[config.mk]
export PLATFORM = sky130hd
export DESIGN_NAME = register_file
export DESIGN_NICKNAME = d
export VERILOG_FILES = /design/src/rtl/register_file.sv
export SDC_FILE = /design/constraint.sdc
export NUM_CORES = 2
export LEC_CHECK = 0
export ABC_CLOCK_PERIOD_IN_PS = 12800
export CELL_PAD_IN_SITES_DETAIL_PLACEMENT = 1
export CELL_PAD_IN_SITES_GLOBAL_PLACEMENT = 1
export CORE_MARGIN = 2
export CORE_UTILIZATION = 45
export DETAILED_ROUTE_END_ITERATION = 8
export GPL_TIMING_DRIVEN = 0
export HOLD_SLACK_MARGIN = 0.03
export PLACE_DENSITY = 0.74
export SETUP_SLACK_MARGIN = 0.5
export SYNTH_ARGS = -nofsm -noshare
export SYNTH_HDL_FRONTEND = slang
export SYNTH_SLANG_ARGS = --single-unit
[constraint.sdc]
create_clock -name clk -period 12.8 [get_ports clk]
set_clock_uncertainty 0.15 [all_clocks]
set_input_delay 1.28 -clock clk [delete_from_list [all_inputs] [get_ports clk]]
set_output_delay 1.28 -clock clk [all_outputs]
set_load 0.02 [all_outputs]
[src/rtl/register_file.sv]
// Architectural register file with rename tags: combinational reads with commit
// forwarding, in-order commit, rename at issue and flush of all renames.

module reg_entry #(
    parameter int XLEN      = 32,
    parameter int TAG_WIDTH = 4
) (
    input  logic                 clk,
    input  logic                 rst,
    input  logic                 commit_hit,
    input  logic [TAG_WIDTH-1:0] commit_tag,
    input  logic [XLEN-1:0]      commit_data,
    input  logic                 rename_hit,
    input  logic [TAG_WIDTH-1:0] rename_tag,
    input  logic                 flush,
    output logic [XLEN-1:0]      value,
    output logic [TAG_WIDTH-1:0] tag
);
    always_ff @(posedge clk or negedge rst) begin
        if (!rst) begin
            value <= '0;
            tag   <= '0;
        end else begin
            if (commit_hit)
                value <= commit_data;
            // flush beats rename, rename beats a commit retiring the old producer
            if (flush)
                tag <= '0;
            else if (rename_hit)
                tag <= rename_tag;
            else if (commit_hit && tag == commit_tag)
                tag <= '0;
        end
    end
endmodule

module register_file #(
    parameter int REG_COUNT = 32,
    parameter int XLEN      = 32,
    parameter int TAG_WIDTH = 4
) (
    input  logic                 clk,
    input  logic                 rst,
    input  logic [4:0]           dec_rs1_in,
    input  logic [4:0]           dec_rs2_in,
    output logic [XLEN-1:0]      dec_Vj_out,
    output logic [XLEN-1:0]      dec_Vk_out,
    output logic [TAG_WIDTH-1:0] dec_Qj_out,
    output logic [TAG_WIDTH-1:0] dec_Qk_out,
    input  logic                 dec_rename_signal_in,
    input  logic [4:0]           dec_rd_in,
    input  logic [TAG_WIDTH-1:0] dec_rename_tag_in,
    input  logic                 rob_commit_signal_in,
    input  logic [TAG_WIDTH-1:0] rob_commit_tag_in,
    input  logic [XLEN-1:0]      rob_commit_data_in,
    input  logic [4:0]           rob_commit_target_in,
    input  logic                 flush_signal_in,
    output logic [5:0]           busy_cnt_out
);
    logic [REG_COUNT-1:0][XLEN-1:0]      values;
    logic [REG_COUNT-1:0][TAG_WIDTH-1:0] tags;

    genvar r;
    generate
        for (r = 0; r < REG_COUNT; r++) begin : g_reg
            if (r == 0) begin : g_zero
                assign values[r] = '0;
                assign tags[r]   = '0;
            end else begin : g_ent
                logic commit_hit;
                logic rename_hit;
                assign commit_hit = rob_commit_signal_in && (rob_commit_target_in == 5'(r));
                assign rename_hit = dec_rename_signal_in && (dec_rd_in == 5'(r)) &&
                                    (dec_rename_tag_in != '0);
                reg_entry #(.XLEN(XLEN), .TAG_WIDTH(TAG_WIDTH)) u_entry (
                    .clk         (clk),
                    .rst         (rst),
                    .commit_hit  (commit_hit),
                    .commit_tag  (rob_commit_tag_in),
                    .commit_data (rob_commit_data_in),
                    .rename_hit  (rename_hit),
                    .rename_tag  (dec_rename_tag_in),
                    .flush       (flush_signal_in),
                    .value       (values[r]),
                    .tag         (tags[r])
                );
            end
        end
    endgenerate

    logic [1:0][4:0]           src;
    logic [1:0][XLEN-1:0]      rd_val;
    logic [1:0][TAG_WIDTH-1:0] rd_tag;

    assign src = {dec_rs2_in, dec_rs1_in};

    // Reads see pre-edge state; a commit retiring the current producer forwards.
    always_comb begin
        for (int p = 0; p < 2; p++) begin
            rd_val[p] = '0;
            rd_tag[p] = '0;
            for (int i = 1; i < REG_COUNT; i++) begin
                if (src[p] == 5'(i)) begin
                    if (rob_commit_signal_in && rob_commit_target_in == src[p] &&
                        rob_commit_tag_in == tags[i]) begin
                        rd_val[p] = rob_commit_data_in;
                        rd_tag[p] = '0;
                    end else begin
                        rd_val[p] = values[i];
                        rd_tag[p] = tags[i];
                    end
                end
            end
        end
    end

    assign dec_Vj_out = rd_val[0];
    assign dec_Vk_out = rd_val[1];
    assign dec_Qj_out = rd_tag[0];
    assign dec_Qk_out = rd_tag[1];

    always_comb begin
        busy_cnt_out = '0;
        for (int i = 1; i < REG_COUNT; i++)
            busy_cnt_out = busy_cnt_out + 6'(tags[i] != '0);
    end
endmodule

# After elaboration in Yosys (flattened, before gate mapping)
# Cells that the tools add are included.
# classes
addsub	30
n_mux	341
reduce_logical	251
n_eq_ne	188
# op_table
cell	count
$mux W32	124
$mux W4	217
$eq A5 B5 Y1 const B	64
$eq A4 B4 Y1	62
$logic_and A1 B1 Y1	188
$eq A5 B4 Y1 const B	32
$add A6 B1 Y6	25
$reduce_bool A4 Y1	32
$reduce_bool A3 Y1	31
$eq A5 B3 Y1 const B	16
$eq A5 B2 Y1 const B	8
$eq A5 B1 Y1 const B	4
$eq A5 B5 Y1	2
$add A5 B1 Y6	1
$add A4 B1 Y5	1
$add A3 B1 Y4	1
$add A2 B1 Y3	1
$add A1 B1 Y2	1
# word_totals
input_bits	65
register_bits	1116
wordCells	872

# Longest topological paths before layout
# logic_depth
word_depth	35
ltp_mapped	17
ltp_nobuf	17

# Hierarchy
# A second synthesis with hierarchy kept.
# unflattened
hier_cells	8274
hier_area_um2	83630.2
# by_module_without_submodules
mod	n_inst	cells_per_inst	area_each_um2
reg_entry	31	99	1466.4
register_file	1	5205	38171.6

# Worst setup path after synthesis
# OpenSTA, ideal clock, no wires.
# synth_timing
path_kind	reg2out
startpoint	register g_reg[28].g_ent.u_entry.tag[2]
endpoint	output busy_cnt_out[4]
setup_slack_ns	5.894
stages_incl_launch_ff	15
arrival_ns	5.476
cell_sequence	dfrtp_1 -> or4_1 -> fa_1 -> fa_1 -> inv_1 -> fa_1 -> fa_1 -> fa_1 -> fa_1 -> inv_1 -> fa_1 -> fa_1 -> a21o_1 -> a21oi_1 -> xnor2_1
# synth_via
elab_chain_cells	5
# synth_lines
item	line	rtl
from (decl)	17	output logic [TAG_WIDTH-1:0] tag
from (signal assigned)	30	tag <= rename_tag;
$reduce_bool A4 Y1	125	busy_cnt_out = busy_cnt_out + 6'(tags[i] != '0);
$add A6 B1 Y6 (4 in a row)	125	
to (decl)	58	output logic [5:0] busy_cnt_out
# Every way passes these cells.

# Worst setup path after layout
# layout_timing
startpoint	register g_reg[2].g_ent.u_entry.tag[0]
endpoint	output busy_cnt_out[4]
# layout_via
elab_chain_cells	31
# layout_lines
item	line
from (decl)	17
from (signal assigned)	30
$reduce_bool A4 Y1	125
$add A1 B1 Y2	125
$add A2 B1 Y3	125
$add A3 B1 Y4	125
$add A4 B1 Y5	125
$add A5 B1 Y6	125
$add A6 B1 Y6 (25 in a row)	125
# Every way passes these cells.

==> metrics.yaml <==
synth_compound_area_share_pct: 12.0
path_max_fanout: 5
initial_core_util_pct: 45.3
synth-seq-cells: 1116
syn_to_final_growth_pct: 12.4
powerDensity_nw_per_um2: 131
grt-ovfl-total: 0
yosys-top-cells-area: "dfrtp_1 (35%), mux2i_1 (24%), mux2_2 (14%)"
p_leak_uw: 0.0396
arrival_ns: 7.58
place_congestion: 1.05
synth_fa_ha_area_share_pct: 0.687
cts_root_buf: "clkbuf_16"
grt_max_degree: 176
grt_setup_unrepaired: "no"
track_usage_pct: 56.0
ir_drop_v: 0.000139
yosys.area_share.simple_pct: 7.14
p_sw_uw: 3930
numCtsBuffers: 143
muxShareOfSynthArea_pct: 38.1
startpoint_type: "register"
core_um2: 176000
required_ns: 11.37
finalInstanceArea_um2: 89700
clock_path_buffers: 3
synth_top_cell_by_area: "dfrtp_1"
drtIter0Drc: 13337
first_pass_iters: 9
crit_path_end_kind: "output port"
placedInstanceArea_um2: 84600
cts.sinks: 1116
seqPwrFrac_pct: 40.8
period_share_pct: 70.4
drcViolationCount: 2
p_total_uw: 11700
drive_gt1_share_pct: 19.5
synth_top_area_share_pct: 35.0
die_area_um2: 181000
die_h_um: 425
ios: 143
ff2ff_path_depth: 6
setup_viol: 0
synthArstFlopShare_pct: 100
die-width_um: 425
dp_hpwl_um: 359000
rows: 154
fmax_mhz: 111
postCtsHoldBufs: 0
syn_area_um2: 79800
synth_top_family_by_area: "multiplexers"
ys_types: 70
final-max-slew-violation-count: 633
cts-htree-levels: 4
reg2reg_from: "g_reg[30].g_ent.u_entry.tag[1]$_DFFE_PN0P_"
p_int_uw: 7810
totalWireLength_um: 522000
first_global_vias: 79626
antenna_found_initial: 42
dr_total_vias: 81706
fin_hold_ws_ns: 0.158
sw_frac_of_total_pct: 33.5
synth_edf_count: 0
clk-insertion-delay-late_ns: 0.85
syn_nets: 7839
path_class: "register to output port"
timing.rr.end: "g_reg[30].g_ent.u_entry.tag[3]$_DFFE_PN0P_"
worstMarginPinSlew_ns: 1.83
hold_viol: 0
post_cts_buffers: 0
path_clk_slew_ns: 0.06
finalSetupTns_ns: 0
io_buffers: 131
nNetsFinal: 8148
status: "finished, violations left"
grt_pass1_wl_um: 689000
violations: "DRC, capacitance limit, slew limit"
clockPowerShare_pct: 37.0
ys_seq_area_share_pct: 35.0
r2r_slack_ns: 9.67
synthesis.instances: 7744
cap_violations: 63
ant_nets: 0
hp-class: "input pin to async pin"
wire_per_inst_um: 49.5
synth-xor-area-share_pct: 1.55
slew_headroom_pct: -22.6
vias_per_cell: 7.76
ys.flop_type: "dfrtp_1"
p_comb_share_pct: 22.3
synth_warnings: 0
syn_avg_cell_area_um2: 10.3
fin_crit_ns: 9.01
cts_tree: "done"
cts.repair.resized: 0
-- through the flow --
step           utilization (%)  worst slack, ns  instances
2_1_floorplan                -             5.89       7744
3_3_place_gp              47.7           -42.98      10215
3_5_place_dp              48.0             4.31      10240
4_1_cts                   50.8             3.84      10494
5_1_grt                   50.9             3.59      10510
6_report                  50.9             3.79      10533
-- synth_stat cells (21+ instances only) --
| cell type | instances |
|---|---|
| o22ai_1 | 989 |
| buf_2 | 163 |
| inv_1 | 85 |
| or3_1 | 30 |
| mux2_2 | 992 |
| nor4_1 | 189 |
| xnor2_1 | 99 |
| buf_1 | 113 |
| a22o_1 | 64 |
| fa_1 | 23 |
| o21ai_0 | 33 |
| nand3_1 | 46 |
| buf_6 | 32 |
| nor3_2 | 43 |
| o311ai_0 | 24 |
| o31ai_1 | 54 |
| nand2_1 | 270 |
| xor2_1 | 33 |
| mux2i_1 | 1922 |
| a31oi_1 | 21 |
| nand4_1 | 107 |
| or4_1 | 47 |
| nor2_1 | 130 |
| nor3_1 | 86 |
| dfrtp_1 | 1116 |
| clkbuf_1 | 626 |
| a32oi_1 | 34 |
| a21oi_1 | 134 |
-- worst max-delay path, cell delays in order, from the launching register on --
cell and delay (ns):
dfrtp_1 0.44, nor4_1 1.16, fa_1 0.64, fa_1 0.52, fa_1 0.44, fa_1 0.51
fa_1 0.44, fa_1 0.51, inv_1 0.06, fa_1 0.43, fa_1 0.47, a21o_1 0.20
a21oi_1 0.18, xnor2_1 0.13, clkdlybuf4s50_1 0.61
-- layout by cell type (no fill, tap or decap), types with 47 or more instances in the layout --
cell | netlist | final
o31ai_1 | 54 | 54
nor3_2 | 43 | 47
or4_1 | 47 | 47
nand2_1 | 270 | 270
a22o_1 | 64 | 64
buf_1 | 113 | 99
a21oi_1 | 134 | 134
nor3_1 | 86 | 78
o22ai_1 | 989 | 989
inv_1 | 85 | 85
buf_2 | 163 | 170
mux2i_1 | 1922 | 1922
nor2_1 | 130 | 122
clkbuf_1 | 626 | 612
nand4_1 | 107 | 107
nor4_1 | 189 | 187
mux2_2 | 992 | 992
dfrtp_1 | 1116 | 1116
clkdlybuf4s50_1 | 0 | 130
clkbuf_16 | 0 | 148
xnor2_1 | 99 | 99
-- registers in the layout (all words and copies together) (netlist names) --
name / count
g.g_ent.u_entry.tag: 124
g.g_ent.u_entry.value: 992
-- power by group through the flow --
| stage | Clock [uW] | Sequential [uW] | Combinational (uW) |
|---|---|---|---|
| finish | 4340 | 4790 | 2610 |
| global route | 4430 | 4820 | 2740 |
| CTS | 4300 | 4740 | 2520 |
| detailed placement | 0 | 4790 | 2500 |
| global placement | 0 | 4790 | 2410 |
| floorplan | 0 | 4530 | 1700 |
-- per-layer routing --
metal	wire [um]	global-route usage (%)	vias to the layer above
li1	-	-	30090
met1	188000	66.4	41496
met2	201000	74.5	7655
met3	78700	28.4	2429
met4	53400	45.8	36
met5	1190	4.05	-
-- how the worst max path moves through the flow --
stage,start,end,slack (ns),cells past startpoint
finish,g_reg[2].g_ent.u_entry.tag[0]$_DFFE_PN0P_,busy_cnt_out[4],3.79,14
global route,g_reg[2].g_ent.u_entry.tag[0]$_DFFE_PN0P_,busy_cnt_out[4],3.59,14
CTS,g_reg[2].g_ent.u_entry.tag[0]$_DFFE_PN0P_,busy_cnt_out[4],3.84,14
detailed placement,dec_rs1_in[4],dec_Qj_out[3],4.31,11
global placement,rst,g_reg[16].g_ent.u_entry.value[16]$_DFFE_PN0P_,-42.98,1
floorplan,g_reg[28].g_ent.u_entry.tag[2]$_DFFE_PN0P_,busy_cnt_out[4],5.89,14
-- cell type report --
| cell class | count | area (um2) |
|---|---|---|
| flip-flops and latches | 1116 | 27900 |
| repair buffers | 164 | 1910 |
| inverters | 86 | 323 |
| multi-input cells | 5595 | 47600 |
| diodes | 31 | 77.6 |
| plain buffers | 947 | 4110 |
| clock buffers | 195 | 4140 |
| fillers | 19243 | 86400 |
| well taps | 2340 | 2930 |
| clock inverters | 59 | 692 |
-- logic make-up after synthesis --
kind of cell | Yosys count
AO/OA/AOI/OAI | 1470
XOR/XNOR | 137
adder cells (fa/ha/maj) | 30
buffers and inverters | 1033
flip-flops | 1116
multiplexers | 2914
AND/OR/NAND/NOR | 1044
(Power assumes the default switching activity.)
